$ cat src/rtl/branch_resolve.sv
// Execute-stage branch resolution: compares the fetch-predicted next-PC with the
// resolved next-PC, holds a redirect to fetch on mismatch and counts outcomes.
module branch_resolve #(
  parameter int CNT_W = 32
) (
  input  logic             clk,
  input  logic             reset,
  input  logic             ex_valid,
  input  logic [63:0]      ex_pc,
  input  logic [63:0]      ex_predpc,
  input  logic             ex_is_ctrl,
  input  logic             ex_taken,
  input  logic [63:0]      ex_target,
  input  logic             commit_flush,
  input  logic             redirect_ready,
  output logic             redirect_valid,
  output logic [63:0]      redirect_pc,
  output logic             flush_fd,
  output logic [CNT_W-1:0] ctrl_cnt,
  output logic [CNT_W-1:0] mispredict_cnt
);

  typedef enum logic {IDLE, PENDING} state_t;

  state_t      state;
  logic [63:0] actual_next;
  logic        mispredict_now;
  logic        ctrl_now;

  assign actual_next    = (ex_is_ctrl && ex_taken) ? ex_target : ex_pc + 64'd4;
  assign mispredict_now = (state == IDLE) && ex_valid && !commit_flush &&
                          (ex_predpc != actual_next);
  assign ctrl_now       = (state == IDLE) && ex_valid && ex_is_ctrl && !commit_flush;
  // Wrong-path F/D contents die in the detect cycle and for the whole redirect hold.
  assign flush_fd       = mispredict_now || (state == PENDING);

  always_ff @(posedge clk) begin
    if (reset) begin
      state          <= IDLE;
      redirect_valid <= 1'b0;
      redirect_pc    <= 64'd0;
      ctrl_cnt       <= '0;
      mispredict_cnt <= '0;
    end else begin
      if (ctrl_now) ctrl_cnt <= ctrl_cnt + CNT_W'(1);
      case (state)
        IDLE: begin
          if (mispredict_now) begin
            state          <= PENDING;
            redirect_valid <= 1'b1;
            redirect_pc    <= actual_next;
            mispredict_cnt <= mispredict_cnt + CNT_W'(1);
          end
        end
        PENDING: begin
          // An older flush supersedes the redirect just like an accept does.
          if (commit_flush || redirect_ready) begin
            state          <= IDLE;
            redirect_valid <= 1'b0;
          end
        end
        default: begin
          state          <= IDLE;
          redirect_valid <= 1'b0;
        end
      endcase
    end
  end

endmodule

$ cat config.mk
export PLATFORM = sky130hd
export DESIGN_NAME = branch_resolve
export DESIGN_NICKNAME = d
export VERILOG_FILES = /design/src/rtl/branch_resolve.sv
export SDC_FILE = /design/constraint.sdc
export NUM_CORES = 1
export LEC_CHECK = 0
export CAP_MARGIN = 10
export CORE_AREA = 2 2 157 159
export DETAILED_ROUTE_END_ITERATION = 8
export DIE_AREA = 0 0 159 161
export PLACE_DENSITY = 0.85
export SKIP_LAST_GASP = 1
export SYNTH_ARGS = -nofsm -noshare
export SYNTH_HDL_FRONTEND = slang
export SYNTH_SLANG_ARGS = --single-unit
$ cat constraint.sdc
create_clock -name clk -period 6.2 [get_ports clk]
set_clock_uncertainty 0.2 [all_clocks]
set_input_delay 1.24 -clock clk [delete_from_list [all_inputs] [get_ports clk]]
set_output_delay 1.24 -clock clk [all_outputs]
set_load 0.01 [all_outputs]
After elaboration in Yosys (flattened, before gate mapping)
Index checks and enable logic that the tools add are counted.

word-level totals
  bits in registers = 130
  bits of input ports = 199
  output and inout port bits = 130
  logic and storage cells = 30

cells by class
  add/subtract/negate cells = 3
  equality and inequality tests = 3
  mux-type cells = 7
  bitwise operators = 1
  reduce and logical (&&, ||, !) cells = 11

operators with widths
  operator               count
  $add 32x1->32 const B  2
  $add 64x3->64 const B  1
  $mux 64                1
  $ne 64x64->1           1
  $logic_and 1x1->1      6
  $mux 1                 4
  $pmux 1 s2             2
  $reduce_and 2->1       2
  $logic_or 1x1->1       2
  $ne 2x1->1 const B     1
  $ne 2x2->1 const B     1
  $logic_not 1->1        1
  $not 1->1              1

Depth between registers and ports, before layout
  depth after elaboration = 6
  depth in mapped cells = 15

Worst setup path before layout
No wires, ideal clock.

  path kind = input-to-output
  from = input ex_pc[2]
  to = output flush_fd
  arrival = 4.382 ns
  required time = 4.760 ns
  setup slack = 0.378 ns
  stages on the path = 14
  buffers on the path = 3
  path through = ha_1 nand4_1 buf_2 or3_1 buf_2 nor4_4 nor3b_1 a311o_1 o41ai_1 nand4_1 or4_1 buf_2 o21ai_4 nand2b_1

between the ends
  word-level cells in the longest chain between the ends = 5

RTL lines
  what                RTL line  source
  start: declaration  9         input logic [63:0] ex_pc,
  $add 64x3->64       30        assign actual_next = (ex_is_ctrl && ex_taken) ? ex_target : ex_pc + 64'd4;
  $mux 64             30
  $ne 64x64->1        32        (ex_predpc != actual_next);
  $logic_and 1x1->1   31        assign mispredict_now = (state == IDLE) && ex_valid && !commit_flush &&
  $logic_or 1x1->1    35        assign flush_fd = mispredict_now || (state == PENDING);
  end: declaration    18        output logic flush_fd,

Every way passes these cells.

Worst setup path after layout
  from = input ex_pc[27]
  to = output flush_fd

Same word-level chain as after synthesis.

==> Flow_metrics.wiki <==
{| class="wikitable"
! Metric !! Value
|-
| Status || completed
|-
| Sink count of the clock tree || 130
|-
| Top area cells in the synthesized netlist || sky130_fd_sc_hd__dfxtp_1 23%, sky130_fd_sc_hd__nand2_1 5.7%, sky130_fd_sc_hd__xor2_1 5.6%
|-
| Highest achievable clock rate || around 160 MHz
|-
| Arrival time of the worst setup path || approximately 4.7 ns
|-
| CP max-delay cell || sky130_fd_sc_hd__or4_4
|-
| Tightest Hold Check Type || flip-flop to flip-flop
|-
| Critical-path maximum fanout || 7
|-
| Input/output buffers || 328
|-
| Cell type group with the largest total delay on the critical path || simple AND/OR/NAND/NOR gates
|-
| Worst hold slack || between 0.2 and 0.3 ns
|-
| Min Tclk post-route || 6.15 ns
|-
| Required @ worst endpoint || roughly 4.8 ns
|-
| 1st-iter DRT viols || about 2,200
|-
| Peak per-stage delay on the critical path || ~0.54 ns
|-
| GRT Resource Usage Total || a little under half
|-
| Total power per unit cell area || between 100 and 150 nW/um^2
|-
| Inst Count DP || about 2,400
|-
| Critical Path, Cell by Cell || clkdlybuf4s50_1 > buf_4 > nand4_1 > nor4_2 > buf_4 > nand4_1 > a32oi_2 > and4_1 > and4_1 > nand4_1 > or4_4 > o21ai_4 > nand2b_1 > buf_2
|-
| DR vias || between 15,000 and 20,000
|-
| Leading cell types in the layout, fill and taps excluded || 308 x sky130_fd_sc_hd__buf_4, 304 x sky130_fd_sc_hd__clkdlybuf4s50_1, 170 x sky130_fd_sc_hd__nand2_1
|-
| Yosys reg bits || between 100 and 150
|-
| Critical path's most frequent cell || sky130_fd_sc_hd__nand4_1
|-
| Proportion of netlist area held by the largest area contributor || 22.7%
|-
| GPL Wtd Cong || around 1.1
|-
| Maximum number of pins on one net before global-route repair || 80
|-
| Die Wd || approximately 160 um
|-
| Synth Flop Type || sky130_fd_sc_hd__dfxtp_1
|-
| Buffers and inverters on the worst path || 4
|-
| Post-synthesis cell type with the largest combined area || sky130_fd_sc_hd__dfxtp_1
|-
| Post-synthesis to final-layout area growth || 59.2%
|-
| Top-Level Pins || ~330
|-
| Overall routed net length || ~61 mm
|-
| Peak supply drop || 0.119 mV
|-
| Max-slew violation count || 0
|-
| Number of max-capacitance violations reported || 0
|-
| YS warnings || 0
|-
| Type of the setup path with the least slack || input pin to output port
|-
| Most common cell after layout, fill and taps aside || sky130_fd_sc_hd__buf_4
|-
| Via density per instance || roughly 6.5
|-
| Antenna-violating nets left || 0
|-
| Root buffer cell || sky130_fd_sc_hd__clkbuf_16
|-
| Overall power consumption || about 2.7 mW
|-
| First-pass GRT wire length || approximately 90 mm
|-
| Vert. Die Dim || about 160 um
|-
| Synth Instances || roughly 1,600
|-
| Number of nets in the layout || approximately 2,300
|-
| Fraction of the core area covered by cells at the end of the flow || approximately 76%
|-
| Insertion delay to the later sink of the worst-skew pair || 0.44 ns
|-
| Element type at the critical path end || output port
|-
| Overall die area || approximately 26,000 sq um
|-
| DR DRC count || 0
|-
| Worst slew pin tran || around 0.98 ns
|-
| Initial Utilization || between 40% and 50%
|-
| Synth cell types || 77
|-
| Max-slew headroom at the worst pin || between 30% and 40%
|-
| TritonCTS clock tree || built
|-
| H-tree Lvls || 4
|-
| Avg WL per Cell || around 25 um
|-
| Rows || 57
|-
| Post-synthesis cell area || around 11,000 sq um
|-
| Sum of overflow across all layers after global routing || 0
|-
| Number of CTS-inserted buffers || 17
|-
| Startpoint type of the worst setup path || input pin
|-
| CTS clock-pin slew for the worst setup and hold paths || ~0.07 ns
|-
| Register area share after synthesis || about 23%
|-
| Longest Clk Path Bufs || 2
|-
| Post-DP HPWL || 48.9 mm
|-
| Hold Fails Final Rpt || 0
|-
| DR pass1 iterations || 7
|-
| Share of synthesized registers carrying an async set or reset || 0%
|-
| Vias in the first global route || roughly 15,000
|-
| Fraction of layout instances using a drive strength above 1 || ~21%
|-
| Final period utilization || roughly 100%
|-
| Standby leakage power || 7.23 nW
|-
| Initial antenna violation count || 0
|-
| Mean area per synthesized cell || just over 7 sq um
|-
| Nets in the synthesized netlist || about 1,800
|-
| Hold bufs inserted after CTS || 0
|-
| EDFF count, synth || 0
|-
| Total setup violations reported at the end of the flow || 0
|-
| Core ar. || 24,000 sq um
|-
| Final Instance Count excl. Fillers || 2,475
|}
-- flip-flops by register name (all words and copies together) (netlist names) --
signal          count
redirect_valid      1
redirect_pc        64
ctrl_cnt           32
state               1
mispredict_cnt     32
-- report_power, final --
part	internal (mW)	total [mW]	switching, mW	leakage (nW)
Combinational	0.383	0.827	0.444	5.91
Clock	0.565	1.03	0.461	0.265
Sequential	0.863	0.884	0.0212	1.06
-- cell usage after synthesis, types with 5 or more instances --
| cell type | count |
|---|---|
| sky130_fd_sc_hd__nand2_1 | 173 |
| sky130_fd_sc_hd__nor2_1 | 159 |
| sky130_fd_sc_hd__dfxtp_1 | 130 |
| sky130_fd_sc_hd__nand3_1 | 98 |
| sky130_fd_sc_hd__clkbuf_1 | 76 |
| sky130_fd_sc_hd__xor2_1 | 74 |
| sky130_fd_sc_hd__nand4_1 | 69 |
| sky130_fd_sc_hd__xnor2_1 | 69 |
| sky130_fd_sc_hd__o21ai_0 | 47 |
| sky130_fd_sc_hd__a21oi_1 | 45 |
| sky130_fd_sc_hd__nor2b_1 | 43 |
| sky130_fd_sc_hd__mux2i_1 | 42 |
| sky130_fd_sc_hd__nor3_1 | 42 |
| sky130_fd_sc_hd__a31oi_1 | 41 |
| sky130_fd_sc_hd__a211oi_1 | 38 |
| sky130_fd_sc_hd__inv_1 | 36 |
| sky130_fd_sc_hd__and3_1 | 35 |
| sky130_fd_sc_hd__o211ai_1 | 33 |
| sky130_fd_sc_hd__nor4_1 | 32 |
| sky130_fd_sc_hd__buf_2 | 28 |
| sky130_fd_sc_hd__nand2b_1 | 24 |
| sky130_fd_sc_hd__mux2_2 | 22 |
| sky130_fd_sc_hd__and4_1 | 17 |
| sky130_fd_sc_hd__or3_1 | 17 |
| sky130_fd_sc_hd__mux2_1 | 13 |
| sky130_fd_sc_hd__a22oi_1 | 12 |
| sky130_fd_sc_hd__buf_1 | 11 |
| sky130_fd_sc_hd__and2_1 | 10 |
| sky130_fd_sc_hd__a311oi_1 | 8 |
| sky130_fd_sc_hd__o2111ai_1 | 7 |
| sky130_fd_sc_hd__o22ai_1 | 6 |
| sky130_fd_sc_hd__o311ai_0 | 6 |
| sky130_fd_sc_hd__or4_1 | 6 |
| sky130_fd_sc_hd__a2111oi_0 | 5 |
| sky130_fd_sc_hd__a31o_2 | 5 |
| sky130_fd_sc_hd__nand3b_1 | 5 |
| sky130_fd_sc_hd__nor3b_1 | 5 |
| sky130_fd_sc_hd__o2111a_1 | 5 |
| sky130_fd_sc_hd__or2_2 | 5 |
-- worst reg2reg max path, delay by kind of cell (launching register included) --
kind	cells	cell delay [ns]
and+or+nand+nor	9	2.24
AOI/OAI and AO/OA	1	0.14
buffers and inverters	1	0.33
DFF	1	0.36
-- layer usage --
metal	track usage [%]	share of wire, %	up-vias	routed length, um
li1	-	-	6942	-
met1	57.9	37	7490	22700
met2	71.3	42	1273	26000
met3	12.6	13	285	8160
met4	27.6	7.2	0	4410
met5	0	0	-	0
-- path summary, 6_finish.rpt --
path,startpoint,end,slack [ns],cells after the start
max reg2reg,state,ctrl_cnt[29],2.85,11
max,ex_pc[27],flush_fd,0.05,14
min,redirect_pc[32],redirect_pc[32],0.26,2
min reg2reg,redirect_pc[32],redirect_pc[32],0.26,2
-- logic make-up (layout without fill, tap and decap cells) --
group / after synthesis / after routing / share of synthesized area (%)
and+or+nand+nor: 761 / 761 / 34.3
AOI/OAI and AO/OA: 310 / 310 / 19.0
buffers and inverters: 158 / 726 / 5.65
xor gates and xnor gates: 143 / 143 / 10.9
DFF: 130 / 130 / 22.7
muxes: 77 / 77 / 7.10
adders and majority gates: 3 / 3 / 0.327
other: 0 / 1 / 0
-- through the flow --
stage	setup TNS, ns	instance area (sq um)	worst slack [ns]
2_1_floorplan	0	11500	0.378
3_3_place_gp	-0.492	17100	-0.492
4_1_cts	0	17900	0.0293
3_5_place_dp	-0.579	17100	-0.579
5_1_grt	-0.0110	18300	-0.0110
6_report	0	18300	0.0521
-- what timing repair did --
item / CTS / global route
endpoints found under the setup margin: 1 / 1
gates resized for setup: 48 / 57
buffers inserted: 9 / 13
hold endpoints to repair: 0 / 0
pin swaps: 17 / 29
cloned: 0 / 0
-- area by class of cell --
cell class | instances | area, sq um
diodes | 1 | 2.50
multi-input cells | 1294 | 8630
well taps | 324 | 405
inverters | 37 | 139
repair buffers | 657 | 5920
flip-flops and latches | 130 | 2600
clock buffers | 18 | 429
fillers | 1748 | 5700
clock inverters | 14 | 143
No activity file was read; power rests on OpenSTA's default activity.
